==> src/rtl/mpu_cycle_controller.sv <==
// 6502 phase-2 clock / reset sequencer with step, breakpoint and trace-stall modes.
// Snapshot and cyc_cnt update one clk after the last high-phase clk; trace mode stalls with mpu_clk low until snap_ready.
module mpu_cycle_controller #(
  parameter int HALF_PERIOD = 25,
  parameter int RST_CYCLES  = 8
) (
  input  logic        clk,
  input  logic        rst_n,
  input  logic        run_en,
  input  logic        step_pulse,
  input  logic        reset_req,
  input  logic        trace_en,
  input  logic        bp_en,
  input  logic [15:0] bp_addr,
  input  logic [15:0] addr_bus,
  input  logic [7:0]  data_bus,
  output logic        mpu_clk,
  output logic        mpu_rst_n,
  output logic [15:0] snap_addr,
  output logic [7:0]  snap_data,
  output logic        snap_valid,
  input  logic        snap_ready,
  output logic        halted,
  output logic [15:0] cyc_cnt
);

  localparam int PW = $clog2(HALF_PERIOD);
  localparam int RW = $clog2(RST_CYCLES);
  localparam logic [PW-1:0] HP_LAST  = PW'(HALF_PERIOD - 1);
  localparam logic [RW-1:0] RST_LAST = RW'(RST_CYCLES - 1);

  typedef enum logic [2:0] {S_RESET, S_LOW, S_HIGH, S_TRACE, S_IDLE} state_t;

  state_t        state, state_nxt;
  logic [PW-1:0] ph_cnt, ph_nxt;
  logic [RW-1:0] rst_cyc, rst_cyc_nxt;
  logic          rst_hi, rst_hi_nxt;
  logic          mpu_clk_nxt, mpu_rst_n_nxt;
  logic [15:0]   snap_addr_nxt, cyc_nxt;
  logic [7:0]    snap_data_nxt;
  logic          snap_valid_nxt, halted_nxt;
  logic          phase_end, bp_live, bp_snap;

  assign phase_end = (ph_cnt == HP_LAST);
  assign bp_live   = bp_en && (addr_bus == bp_addr);
  assign bp_snap   = bp_en && (snap_addr == bp_addr);

  always_ff @(posedge clk or negedge rst_n) begin
    if (!rst_n) begin
      state      <= S_RESET;
      ph_cnt     <= '0;
      rst_cyc    <= '0;
      rst_hi     <= 1'b0;
      mpu_clk    <= 1'b0;
      mpu_rst_n  <= 1'b0;
      snap_addr  <= '0;
      snap_data  <= '0;
      snap_valid <= 1'b0;
      halted     <= 1'b0;
      cyc_cnt    <= '0;
    end else begin
      state      <= state_nxt;
      ph_cnt     <= ph_nxt;
      rst_cyc    <= rst_cyc_nxt;
      rst_hi     <= rst_hi_nxt;
      mpu_clk    <= mpu_clk_nxt;
      mpu_rst_n  <= mpu_rst_n_nxt;
      snap_addr  <= snap_addr_nxt;
      snap_data  <= snap_data_nxt;
      snap_valid <= snap_valid_nxt;
      halted     <= halted_nxt;
      cyc_cnt    <= cyc_nxt;
    end
  end

  // mpu_clk_nxt is the phase level of the clk being entered, so the output is a plain flop.
  always_comb begin
    state_nxt      = state;
    ph_nxt         = ph_cnt;
    rst_cyc_nxt    = rst_cyc;
    rst_hi_nxt     = rst_hi;
    mpu_clk_nxt    = 1'b0;
    mpu_rst_n_nxt  = mpu_rst_n;
    snap_addr_nxt  = snap_addr;
    snap_data_nxt  = snap_data;
    snap_valid_nxt = snap_valid;
    halted_nxt     = halted;
    cyc_nxt        = cyc_cnt;

    case (state)
      S_RESET: begin
        if (!phase_end) begin
          ph_nxt      = ph_cnt + 1'b1;
          mpu_clk_nxt = rst_hi;
        end else begin
          ph_nxt = '0;
          if (!rst_hi) begin
            rst_hi_nxt  = 1'b1;
            mpu_clk_nxt = 1'b1;
          end else begin
            rst_hi_nxt = 1'b0;
            if (rst_cyc == RST_LAST) begin
              rst_cyc_nxt   = '0;
              mpu_rst_n_nxt = 1'b1;
              state_nxt     = run_en ? S_LOW : S_IDLE;
            end else begin
              rst_cyc_nxt = rst_cyc + 1'b1;
            end
          end
        end
      end

      S_LOW: begin
        if (!phase_end) begin
          ph_nxt = ph_cnt + 1'b1;
        end else begin
          ph_nxt      = '0;
          state_nxt   = S_HIGH;
          mpu_clk_nxt = 1'b1;
        end
      end

      S_HIGH: begin
        if (!phase_end) begin
          ph_nxt      = ph_cnt + 1'b1;
          mpu_clk_nxt = 1'b1;
        end else begin
          ph_nxt        = '0;
          snap_addr_nxt = addr_bus;
          snap_data_nxt = data_bus;
          cyc_nxt       = cyc_cnt + 16'd1;
          if (trace_en) begin
            state_nxt      = S_TRACE;
            snap_valid_nxt = 1'b1;
          end else if (bp_live) begin
            state_nxt  = S_IDLE;
            halted_nxt = 1'b1;
          end else begin
            state_nxt = run_en ? S_LOW : S_IDLE;
          end
        end
      end

      S_TRACE: begin
        if (snap_ready) begin
          snap_valid_nxt = 1'b0;
          if (bp_snap) begin
            state_nxt  = S_IDLE;
            halted_nxt = 1'b1;
          end else begin
            state_nxt = run_en ? S_LOW : S_IDLE;
          end
        end
      end

      S_IDLE: begin
        if (step_pulse) begin
          state_nxt  = S_LOW;
          halted_nxt = 1'b0;
        end else if (run_en && !halted) begin
          state_nxt = S_LOW;
        end else if (!run_en) begin
          halted_nxt = 1'b0;
        end
      end

      default: state_nxt = S_RESET;
    endcase

    // Truncates any partial phase; snapshot contents are left as last captured.
    if (reset_req) begin
      state_nxt      = S_RESET;
      ph_nxt         = '0;
      rst_cyc_nxt    = '0;
      rst_hi_nxt     = 1'b0;
      mpu_clk_nxt    = 1'b0;
      mpu_rst_n_nxt  = 1'b0;
      snap_valid_nxt = 1'b0;
      halted_nxt     = 1'b0;
      cyc_nxt        = '0;
    end
  end

endmodule

==> config.mk <==
export PLATFORM = sky130hd
export DESIGN_NAME = mpu_cycle_controller
export DESIGN_NICKNAME = d
export VERILOG_FILES = /design/src/rtl/mpu_cycle_controller.sv
export SDC_FILE = /design/constraint.sdc
export NUM_CORES = 1
export LEC_CHECK = 0
export ABC_AREA = 0
export BUFFER_PORTS_ARGS = -buffer_cell sky130_fd_sc_hd__buf_4
export CAP_MARGIN = 20
export CORE_UTILIZATION = 42
export DETAILED_ROUTE_END_ITERATION = 6
export PLACE_DENSITY = 0.67
export SYNTH_ARGS = -nofsm -noshare
export SYNTH_HDL_FRONTEND = slang
export SYNTH_SLANG_ARGS = --single-unit
==> constraint.sdc <==
create_clock -name clk -period 4.3 [get_ports clk]
set_clock_uncertainty 0.1 [all_clocks]
set_input_delay 0.86 -clock clk [delete_from_list [all_inputs] [get_ports clk]]
set_output_delay 0.86 -clock clk [all_outputs]
set_load 0.005 [all_outputs]
==> results of run 1 <==
[stage by stage]
stage / hold slack, ns / std cells
6_report: 0.384 / 519
5_1_grt: 0.408 / 519
4_1_cts: 0.389 / 519
3_5_place_dp: 0.364 / 511
3_3_place_gp: 0.362 / 511
2_1_floorplan: 0.341 / 336
[synth_stat cells, drive strengths merged]
| cell | count |
|---|---|
| a31oi | 3 |
| xor2 | 7 |
| a21oi | 12 |
| nor4 | 5 |
| nand3 | 12 |
| o31ai | 1 |
| or3 | 1 |
| nand4 | 10 |
| a21o | 1 |
| o32ai | 1 |
| buf | 5 |
| a41o | 1 |
| mux2 | 1 |
| o211ai | 1 |
| nand4b | 1 |
| a2111oi | 3 |
| o21ai | 6 |
| xnor2 | 41 |
| and4 | 1 |
| o21bai | 2 |
| dfrtp | 56 |
| and2b | 1 |
| inv | 9 |
| nor2b | 3 |
| a311oi | 1 |
| nor3 | 12 |
| nor2 | 22 |
| or3b | 2 |
| and3 | 2 |
| o41ai | 1 |
| nor4b | 1 |
| clkbuf | 9 |
| nand2 | 92 |
| ha | 5 |
| and4b | 1 |
| nand3b | 1 |
| a32oi | 1 |
| a211oi | 2 |
[cell type report]
type | instances | area, um2
repair buffers | 93 | 698
clock buffers | 6 | 72.6
flip-flops and latches | 56 | 1400
inverters | 9 | 33.8
clock inverters | 2 | 38.8
well taps | 96 | 120
fillers | 624 | 3000
multi-input cells | 257 | 1510
[critical path, delay by kind of cell, from the launching register on]
kind,cells,cell delay (ns)
xor+xnor,1,0.16
buf+inv,2,0.40
fa+ha+maj,1,0.13
flops,1,0.44
simple gates,4,1.19
[worst paths after layout]
check	to	cells after the start
max in group asynchronous	ph_cnt[2]	1
min in group asynchronous	cyc_cnt[13]	1
min	snap_data[5]	2
min reg2reg	snap_data[5]	2
max	cyc_cnt[3]	8
max reg2reg	cyc_cnt[3]	8
[metal layers]
layer | track usage, % | part of all wire, % | vias to the layer above
met1 | 25.9 | 44 | 1230
met4 | 5.76 | 1.4 | 0
met5 | 0 | 0 | -
met3 | 7.43 | 8.6 | 11
met2 | 33.4 | 46 | 92
li1 | - | - | 1303
[logic make-up (layout without fill, tap and decap cells)]
family / after synthesis / after routing / synth area share, %
simple gates: 167 / 167 / 25.2
buf+inv: 23 / 110 / 3.12
xor+xnor: 48 / 48 / 14.0
fa+ha+maj: 5 / 5 / 2.08
compound gates: 36 / 36 / 8.58
mux: 1 / 1 / 0.375
flops: 56 / 56 / 46.6
[flip-flops by register name, indices dropped and copies added (netlist names)]
name / count
cyc_cnt: 16
halted: 1
mpu_clk: 1
mpu_rst_n: 1
ph_cnt: 5
rst_cyc: 3
rst_hi: 1
snap_addr: 16
snap_data: 8
snap_valid: 1
state: 3
[power groups by stage]
stage / sequential, mW / clock [mW] / combinational (mW)
2_1_floorplan: 0.575 / 0 / 0.165
3_3_place_gp: 0.604 / 0 / 0.216
3_5_place_dp: 0.606 / 0 / 0.220
4_1_cts: 0.596 / 0.367 / 0.221
5_1_grt: 0.604 / 0.386 / 0.245
6_report: 0.597 / 0.355 / 0.219
==> metrics.log, run 1 <==
INFO  metric syn_avg_cell_area = 8.94 um2
INFO  metric status = finished clean
INFO  metric intPower = between 0.8 and 0.9 mW
INFO  metric p_switching = ~0.34 mW
INFO  metric worst-endpoint-arrival = roughly 2.6 ns
INFO  metric reg2reg_from = ph_cnt[0]
INFO  metric grt-ovfl-total = 0
INFO  metric most_frequent_cells_in_the_layout = buf_4 (93), nand2_1 (92), dfrtp_1 (56)
INFO  metric syn-instance-count = between 300 and 400
INFO  metric worst_pin_slew = 0.704 ns
INFO  metric num_antenna_cells = 0
INFO  metric grt_setup_unrepaired = false
INFO  metric top_level_ports = 92
INFO  metric synth_seq_area_share = 46.6%
INFO  metric max_vdd_drop = ~0.00014 V
INFO  metric layout.nets = about 480
INFO  metric maximum_level_of_the_cts_h_tree = 2
INFO  metric synthesis.yosys.warnings = 0
INFO  metric io_buffers = around 90
INFO  metric worst-path-max-fanout = 17
INFO  metric drv_cap = 0
INFO  metric postLayoutCellArea = between 0.003 and 0.004 mm2
INFO  metric drc = 0
INFO  metric clock_tree.buffer_depth = 2
INFO  metric relSlewSlack = approximately 53%
INFO  metric p_comb_share = about a fifth
INFO  metric cellPowerDensity = 302 mW/mm2
INFO  metric pwr-share-clk = ~30%
INFO  metric power_frac_seq = about half
INFO  metric hold_path_startpoint = snap_data[5]
INFO  metric grt_pass1_vias = between 2000 and 3000
INFO  metric tritoncts_sinks = 56
INFO  metric critical_path_startpoint_category = register
INFO  metric number_of_placement_rows = 30
INFO  metric slowest_stage = and3_1
INFO  metric drt-initial-drc-count = 92
INFO  metric global_route_wire_length_before_repair = roughly 12000 um
INFO  metric final.min_clock_period = 2.54 ns
INFO  metric grt_start_max_net_pins = 57
INFO  metric dpl.hpwl = between 5000 and 6000 um
INFO  metric area_growth_syn_to_layout = 28.9%
INFO  metric final-max-slew-violation-count = 0
INFO  metric floorplan.die_area = 0.00750 mm2
INFO  metric final.period_utilization = between 50% and 60%
INFO  metric timing_worst_setup_path_type = register to register
INFO  metric grtUsageTotal = between 20% and 30%
INFO  metric cp-startpoint = ph_cnt[0]
INFO  metric holdCritPathClass = register to register
INFO  metric cts_resized = 0
INFO  metric fin_util = between 50% and 60%
INFO  metric initial_core_util = around 44%
INFO  metric chipWidth = approximately 87 um
INFO  metric drive_gt1_share = 24.8%
INFO  metric ff2ff_setup_slack = 1.76 ns
INFO  metric tritoncts = done
INFO  metric wl = ~7200 um
INFO  metric final_worst_path_setup_slack = roughly 1.8 ns
INFO  metric tritoncts.num_buffers = 5
INFO  metric pre_cts_slack = 1.77 ns
INFO  metric synth_area_leaders = dfrtp_1 (47%), xnor2_1 (12%), nand2_1 (11%), nor2_1 (2.7%), ha_1 (2.1%)
INFO  metric fraction_of_power_spent_switching_nets = between 20% and 30%
INFO  metric crit_path_cell_trace = inv_1 -> ha_1 -> and4b_1 -> and3_1 -> buf_4 -> nand4_1 -> xor2_1 -> nor2_1
INFO  metric mappedNetlistArea = 0.00300 mm2
INFO  metric via_to_cell_ratio = a little over 5
INFO  metric routedWlPerCell = 13.8 um
INFO  metric grt_antenna_before_repair = 0
INFO  metric final-hold-violation-count = 0
INFO  metric setup-tns-final = 0 ns
INFO  metric cts.clk_slew.worst_paths = 0.10 ns
INFO  metric gp_congestion = 0.870
INFO  metric final_antenna_net_count = 0
INFO  metric placeableCoreArea = a little under 0.007 mm2
INFO  metric crit_path_max_incr_delay = 0.55 ns
INFO  metric setup-violations-final = 0
INFO  metric postSynthNetCount = about 390
INFO  metric p_total = around 1.2 mW
INFO  metric clockRootBuffer = clkbuf_8
INFO  metric cts.repair_timing.setup_buffer_count = 0
INFO  metric synth.largest_area_cell = dfrtp_1
INFO  metric detailedRoute.firstPassIterationCount = 4
INFO  metric insertion_delay = 0.31 ns
INFO  metric synthDistinctLibCells = 45
INFO  metric placement.cell_area = approximately 0.0038 mm2
INFO  metric final_common_cell = buf_4
INFO  metric worst-endpoint-required = roughly 4.4 ns
INFO  metric critical_path.endpoint_type = register
INFO  metric routed-via-count = between 2000 and 3000
INFO  metric floorplan.die.height = 86.6 um
INFO  metric timing.fmax = around 0.4 GHz
INFO  metric ffs_latches_synth = 56
INFO  metric cellLeakagePower = between 1.5 and 2 nW
INFO  metric postCtsHoldBufs = 0
INFO  metric synth_top_area_share = around 47%
Power figures use the tool's default switching activity.
==> run 2: changes to the inputs <==
- clock period: 4.3 -> 2.66 ns (I/O delays scaled with it)
==> metrics.log, run 2 (synthesis gave the netlist of run 1 again) <==
INFO  metric drv_cap = 0 (unchanged)
INFO  metric max_vdd_drop = 0.000190 V (was 0.000140 V)
INFO  metric top_level_ports = 92 (unchanged)
INFO  metric area_growth_syn_to_layout = 28.4% (was 28.9%)
INFO  metric cellLeakagePower = 1.70 nW (was 1.71 nW)
INFO  metric setup-violations-final = 0 (unchanged)
INFO  metric worst_hold_slack = 0.164 ns (was 0.384 ns)
INFO  metric final_common_cell = buf_4 (unchanged)
INFO  metric timing.fmax = 0.434 GHz (was 0.394 GHz)
INFO  metric relSlewSlack = 51.7% (was 53.1%)
INFO  metric multi_input_comb_area = 0.00151 mm2 (unchanged)
INFO  metric tritoncts.num_buffers = 5 (unchanged)
INFO  metric drc = 0 (unchanged)
INFO  metric grtUsageTotal = 20.7% (was 20.6%)
INFO  metric detailedRoute.firstPassIterationCount = 4 (unchanged)
INFO  metric drt-initial-drc-count = 181 (was 92)
INFO  metric gp_congestion = 0.814 (was 0.870)
INFO  metric maximum_level_of_the_cts_h_tree = 2 (unchanged)
INFO  metric floorplan.die_area = 0.00750 mm2 (unchanged)
INFO  metric grt_start_max_net_pins = 57 (unchanged)
INFO  metric critical_path_startpoint_category = register (unchanged)
INFO  metric dpl.hpwl = 5170 um (was 5240 um)
INFO  metric final.min_clock_period = 2.31 ns (was 2.54 ns)
INFO  metric worst-endpoint-required = 2.77 ns (was 4.40 ns)
INFO  metric leading_registers_by_flop_count = cyc_cnt: 16 flops, snap_addr: 16 flops, snap_data: 8 flops (unchanged)
INFO  metric io_buffers = 91 (unchanged)
INFO  metric most_frequent_cells_in_the_layout = buf_4 (94), nand2_1 (92), dfrtp_1 (56) (was buf_4 (93), nand2_1 (92), dfrtp_1 (56))
INFO  metric grt_pass1_vias = 2603 (was 2566)
INFO  metric crit_path_cell_trace = inv_1 -> ha_1 -> and4b_1 -> a2111oi_2 -> a311oi_1 -> mux2_1 -> a41o_1 (was inv_1 -> ha_1 -> and4b_1 -> and3_1 -> buf_4 -> nand4_1 -> xor2_1 -> nor2_1)
INFO  metric layout.nets = 476 (was 475)
INFO  metric number_of_placement_rows = 30 (unchanged)
INFO  metric tritoncts_sinks = 56 (unchanged)
INFO  metric drive_gt1_share = 25.0% (was 24.8%)
INFO  metric postCtsHoldBufs = 0 (unchanged)
INFO  metric timing_worst_setup_path_type = register to register (unchanged)
INFO  metric initial_core_util = 43.7% (unchanged)
INFO  metric cts.repair_timing.setup_buffer_count = 0 (unchanged)
INFO  metric placement.cell_area = 0.00377 mm2 (was 0.00376 mm2)
INFO  metric placeableCoreArea = 0.00687 mm2 (unchanged)
INFO  metric cellPowerDensity = 466 mW/mm2 (was 302 mW/mm2)
INFO  metric holdCritPathClass = input port to asynchronous set/reset pin (was register to register)
INFO  metric ff2ff_path_depth = 7 (was 8)
INFO  metric n_fill_cell = 635 (was 624)
INFO  metric slowest_stage = and4b_1 (was and3_1)
INFO  metric grt_setup_unrepaired = false (unchanged)
INFO  metric worst-path-max-fanout = 11 (was 17)
INFO  metric floorplan.die.height = 86.6 um (unchanged)
INFO  metric global_route_wire_length_before_repair = 12200 um (was 12100 um)
INFO  metric cp.buffers_inverters = 1 (was 2)
INFO  metric wl = 7090 um (was 7170 um)
INFO  metric critical_path_cell_count = 7 (was 8)
INFO  metric final_antenna_net_count = 0 (unchanged)
INFO  metric clockRootBuffer = clkbuf_8 (unchanged)
INFO  metric routedWlPerCell = 13.6 um (was 13.8 um)
INFO  metric final.period_utilization = 86.7% (was 59.0%)
INFO  metric cp_top_family = compound AO/OA/AOI/OAI gates (was simple AND/OR/NAND/NOR gates)
INFO  metric grt_antenna_before_repair = 0 (unchanged)
INFO  metric grt-ovfl-total = 0 (unchanged)
INFO  metric chipWidth = 86.6 um (unchanged)
INFO  metric cts.clk_slew.worst_paths = 0.10 ns (about the same)
INFO  metric postLayoutCellArea = 0.00386 mm2 (was 0.00387 mm2)
INFO  metric fin_util = 56.2% (was 56.4%)
INFO  metric num_antenna_cells = 0 (unchanged)
INFO  metric sequential_cell_area = 0.00140 mm2 (unchanged)
INFO  metric crit_path_max_incr_delay = 0.44 ns (was 0.55 ns)
INFO  metric tritoncts = done (unchanged)
INFO  metric final-hold-violation-count = 0 (unchanged)
INFO  metric status = finished clean (unchanged)
INFO  metric critical_path.endpoint_type = register (unchanged)
INFO  metric cts_resized = 0 (unchanged)
INFO  metric via_to_cell_ratio = 5.06 (was 5.08)
INFO  metric worst-endpoint-arrival = 2.42 ns (was 2.64 ns)
INFO  metric worst_pin_slew = 0.725 ns (was 0.704 ns)
INFO  metric clock_tree.buffer_depth = 2 (unchanged)
INFO  metric final-max-slew-violation-count = 0 (unchanged)
INFO  metric routed-via-count = 2632 (was 2636)
INFO  metric insertion_delay = 0.32 ns (was 0.31 ns)
INFO  metric setup-tns-final = 0 ns (unchanged)
-- run 2: cell types whose count changed in the layout (fill, tap and decap cells not counted) --
cell / before / now
clkinv_4: 0 / 1
buf_4: 93 / 94
bufinv_16: 1 / 0
inv_6: 1 / 0
clkinvlp_4: 0 / 1
-- run 2: layer usage --
| metal | up-vias | routed length [um] | GRT usage [%] |
|---|---|---|---|
| met5 | - | 0 | 0 |
| met4 | 0 | 96 | 5.61 |
| met3 | 9 | 596 | 7.81 |
| met2 | 82 | 3290 | 32.6 |
| met1 | 1243 | 3110 | 26.7 |
| li1 | 1298 | - | - |
-- run 2: metrics by stage --
| stage | setup slack [ns] | power (mW) | std cells |
|---|---|---|---|
| 6_report | 0.354 | 1.80 | 520 |
| 3_3_place_gp | 0.431 | 1.32 | 512 |
| 4_1_cts | 0.352 | 1.82 | 520 |
| 2_1_floorplan | 0.493 | 1.20 | 336 |
| 5_1_grt | 0.133 | 1.91 | 520 |
| 3_5_place_dp | 0.379 | 1.34 | 512 |
-- run 2: worst register-to-register path, stage by stage (launching register included) --
cell and delay [ns]:
dfrtp_1 0.43, inv_1 0.07, ha_1 0.13, and4b_1 0.44
a2111oi_2 0.15, a311oi_1 0.32, mux2_1 0.36, a41o_1 0.20
-- run 2: report_power, final --
part           internal (mW)  switching (mW)  leakage [nW]
sequential             0.885          0.0803         0.653
combinational          0.173           0.182          1.01
clock                  0.188           0.290        0.0414
total                   1.25           0.553          1.70
-- run 2: final timing paths --
| kind | startpoint | to | slack (ns) |
|---|---|---|---|
| worst min register to register | snap_data[1] | snap_data[1] | 0.38 |
| max in group asynchronous | rst_n | state[2] | 1.81 |
| worst max register to register | ph_cnt[0] | state[0] | 0.35 |
| min in group clk | data_bus[1] | snap_data[1] | 0.29 |
| worst max-delay path | ph_cnt[0] | state[0] | 0.35 |
| worst min-delay path | rst_n | rst_cyc[2] | 0.16 |
-- run 2: area by class of cell --
| cell class | instances | area share [%] |
|---|---|---|
| clock inverters | 2 | 0.422 |
| well taps | 96 | 3.11 |
| repair buffers | 94 | 18.3 |
| flip-flops and latches | 56 | 36.3 |
| multi-input cells | 257 | 39.1 |
| clock buffers | 6 | 1.88 |
| inverters | 9 | 0.875 |
==> run 3: changes to the inputs <==
- CORE_UTILIZATION: 42 -> 45
- GPL_TIMING_DRIVEN: unset -> 0
- PLACE_DENSITY: 0.67 -> 0.71
==> metrics.log, run 3 (synthesis gave the netlist of run 1 again) <==
INFO  metric status = finished clean (unchanged)
INFO  metric pre_cts_slack = 0.178 ns (was 0.379 ns)
INFO  metric worst-endpoint-arrival = 2.55 ns (was 2.42 ns)
INFO  metric grtUsageMet1 = 27.0% (was 26.7%)
INFO  metric final_antenna_net_count = 0 (unchanged)
INFO  metric top_level_ports = 92 (unchanged)
INFO  metric num_antenna_cells = 0 (unchanged)
INFO  metric worst-endpoint-required = 2.81 ns (was 2.77 ns)
INFO  metric clock_tree.buffer_depth = 2 (unchanged)
INFO  metric ff2ff_setup_slack = 0.26 ns (was 0.35 ns)
INFO  metric grt_pass1_vias = 2647 (was 2603)
INFO  metric tritoncts_sinks = 56 (unchanged)
INFO  metric grt-ovfl-total = 0 (unchanged)
INFO  metric cp-startpoint = ph_cnt[0] (unchanged)
INFO  metric critical_path_startpoint_category = register (unchanged)
INFO  metric gp_congestion = 0.865 (was 0.814)
INFO  metric floorplan.die.height = 83.7 um (was 86.6 um)
INFO  metric grtUsageMet3 = 6.53% (was 7.81%)
INFO  metric sequential_cell_area = 0.00140 mm2 (unchanged)
INFO  metric worst_path_most_repeated_cell = nand2_1
INFO  metric io_buffers = 91 (unchanged)
INFO  metric final_worst_path_setup_slack = 0.261 ns (was 0.354 ns)
INFO  metric max_vdd_drop = 0.000330 V (was 0.000190 V)
INFO  metric placeableCoreArea = 0.00639 mm2 (was 0.00687 mm2)
INFO  metric area_growth_syn_to_layout = 29.7% (was 28.4%)
INFO  metric grt_busiest_layer = met2 (unchanged)
INFO  metric number_of_placement_rows = 29 (was 30)
INFO  metric slowest_stage = dfrtp_1 (was and4b_1)
INFO  metric maximum_level_of_the_cts_h_tree = 2 (unchanged)
INFO  metric tritoncts = done (unchanged)
INFO  metric n_fill_cell = 575 (was 635)
INFO  metric worst_pin_slew = 0.709 ns (was 0.725 ns)
INFO  metric most_frequent_cells_in_the_layout = buf_4 (92), nand2_1 (92), dfrtp_1 (56) (was buf_4 (94), nand2_1 (92), dfrtp_1 (56))
INFO  metric critical_path.endpoint_type = register (unchanged)
INFO  metric relSlewSlack = 52.8% (was 51.7%)
INFO  metric crit_end = snap_data[1] (was state[0])
INFO  metric cellPowerDensity = 488 mW/mm2 (was 466 mW/mm2)
INFO  metric reg2reg_from = ph_cnt[0] (unchanged)
INFO  metric final-max-slew-violation-count = 0 (unchanged)
INFO  metric worst-path-max-fanout = 10 (was 11)
INFO  metric final.min_clock_period = 2.40 ns (was 2.31 ns)
INFO  metric chipWidth = 83.7 um (was 86.6 um)
INFO  metric layout.nets = 487 (was 476)
INFO  metric crit_path_cell_trace = inv_1 -> ha_1 -> and4b_1 -> buf_2 -> nand3_1 -> clkbuf_1 -> buf_1 -> nand2_1 -> nand2_1 (was inv_1 -> ha_1 -> and4b_1 -> a2111oi_2 -> a311oi_1 -> mux2_1 -> a41o_1)
INFO  metric wl = 7130 um (was 7090 um)
INFO  metric grtUsageTotal = 21.2% (was 20.7%)
INFO  metric detailedRoute.firstPassIterationCount = 4 (unchanged)
INFO  metric drive_gt1_share = 24.8% (was 25.0%)
INFO  metric grt_setup_unrepaired = false (unchanged)
INFO  metric via_to_cell_ratio = 5.26 (was 5.06)
INFO  metric insertion_delay = 0.31 ns (was 0.32 ns)
INFO  metric drt-initial-drc-count = 106 (was 181)
INFO  metric crit_path_max_incr_delay = 0.42 ns (was 0.44 ns)
INFO  metric initial_core_util = 47.0% (was 43.7%)
INFO  metric setup-tns-final = 0 ns (unchanged)
INFO  metric clockRootBuffer = clkbuf_8 (unchanged)
INFO  metric drv_cap = 0 (unchanged)
INFO  metric cts.repair_timing.setup_buffer_count = 0 (unchanged)
INFO  metric timing.fmax = 0.417 GHz (was 0.434 GHz)
INFO  metric setup-violations-final = 0 (unchanged)
INFO  metric global_route_wire_length_before_repair = 12100 um (was 12200 um)
INFO  metric routedWlPerCell = 13.9 um (was 13.6 um)
INFO  metric grt_antenna_before_repair = 0 (unchanged)
INFO  metric final.period_utilization = 90.2% (was 86.7%)
INFO  metric multi_input_comb_area = 0.00151 mm2 (unchanged)
INFO  metric tritoncts.num_buffers = 5 (unchanged)
INFO  metric grt_util_met2 = 34.7% (was 32.6%)
INFO  metric grt_start_max_net_pins = 57 (unchanged)
INFO  metric cts.clk_slew.worst_paths = 0.10 ns (about the same)
INFO  metric dpl.hpwl = 5410 um (was 5170 um)
INFO  metric ff2ff_path_depth = 9 (was 7)
INFO  metric drc = 0 (unchanged)
INFO  metric timing_worst_setup_path_type = register to register (unchanged)
INFO  metric floorplan.die_area = 0.00701 mm2 (was 0.00750 mm2)
INFO  metric leading_registers_by_flop_count = cyc_cnt: 16 flops, snap_addr: 16 flops, snap_data: 8 flops (unchanged)
INFO  metric holdCritPathClass = input port to asynchronous set/reset pin (unchanged)
INFO  metric routed-via-count = 2695 (was 2632)
INFO  metric final-hold-violation-count = 0 (unchanged)
INFO  metric timing.rr.end = snap_data[1] (was state[0])
INFO  metric cellLeakagePower = 1.74 nW (was 1.70 nW)
[run 3: worst min path at each step]
stage	startpoint	end	slack [ns]
global placement	snap_data[4]	snap_data[4]	0.36
detailed placement	snap_data[3]	snap_data[3]	0.37
finish	rst_n	state[0]	0.17
floorplan	rst_n	cyc_cnt[0]	0.14
global route	rst_n	state[0]	0.22
CTS	rst_n	state[0]	0.19
[run 3: final cells by class]
class	count	area share, %
clock inverter	2	0.996
tap	77	2.47
multi-input combinational	257	38.7
inverter	9	0.867
clock buffer	6	1.86
timing repair buffer	91	17.5
sequential	56	36.0
buffer	14	1.57
[run 3: timing repair]
action / 4_1_cts / 5_1_grt
resized for setup: 0 / 2
hold buffers: 0 / 0
endpoints found under the setup margin: 0 / 10
[run 3: where the power goes]
group	leakage (nW)	total, mW	internal, mW	switching (mW)
combinational	1.03	0.412	0.185	0.227
clock	0.0558	0.571	0.285	0.285
sequential	0.653	0.920	0.886	0.0347
total	1.74	1.90	1.36	0.547
[run 3: metal layers]
metal  up-vias  share of wire [%]
met5         -                  0
met4         0                1.3
met3         8                7.8
met2        84                 48
met1      1276                 43
li1       1327                  -
[run 3: metrics by stage]
stage          instances  hold WS, ns  area (um2)  util (%)  power [mW]
3_5_place_dp         504        0.367        3780      59.2        1.35
5_1_grt              512        0.222        3900      61.0        2.01
4_1_cts              512        0.188        3890      61.0        1.92
3_3_place_gp         504        0.361        3780      59.2        1.34
6_report             512        0.173        3900      61.0        1.90
2_1_floorplan        336        0.136        3000         -        1.20
[run 3: critical path, delay by kind of cell (launching register included)]
family	cells	cell delay, ns
adders and majority gates	1	0.18
DFF	1	0.42
and+or+nand+nor	4	0.60
buffers and inverters	4	1.03
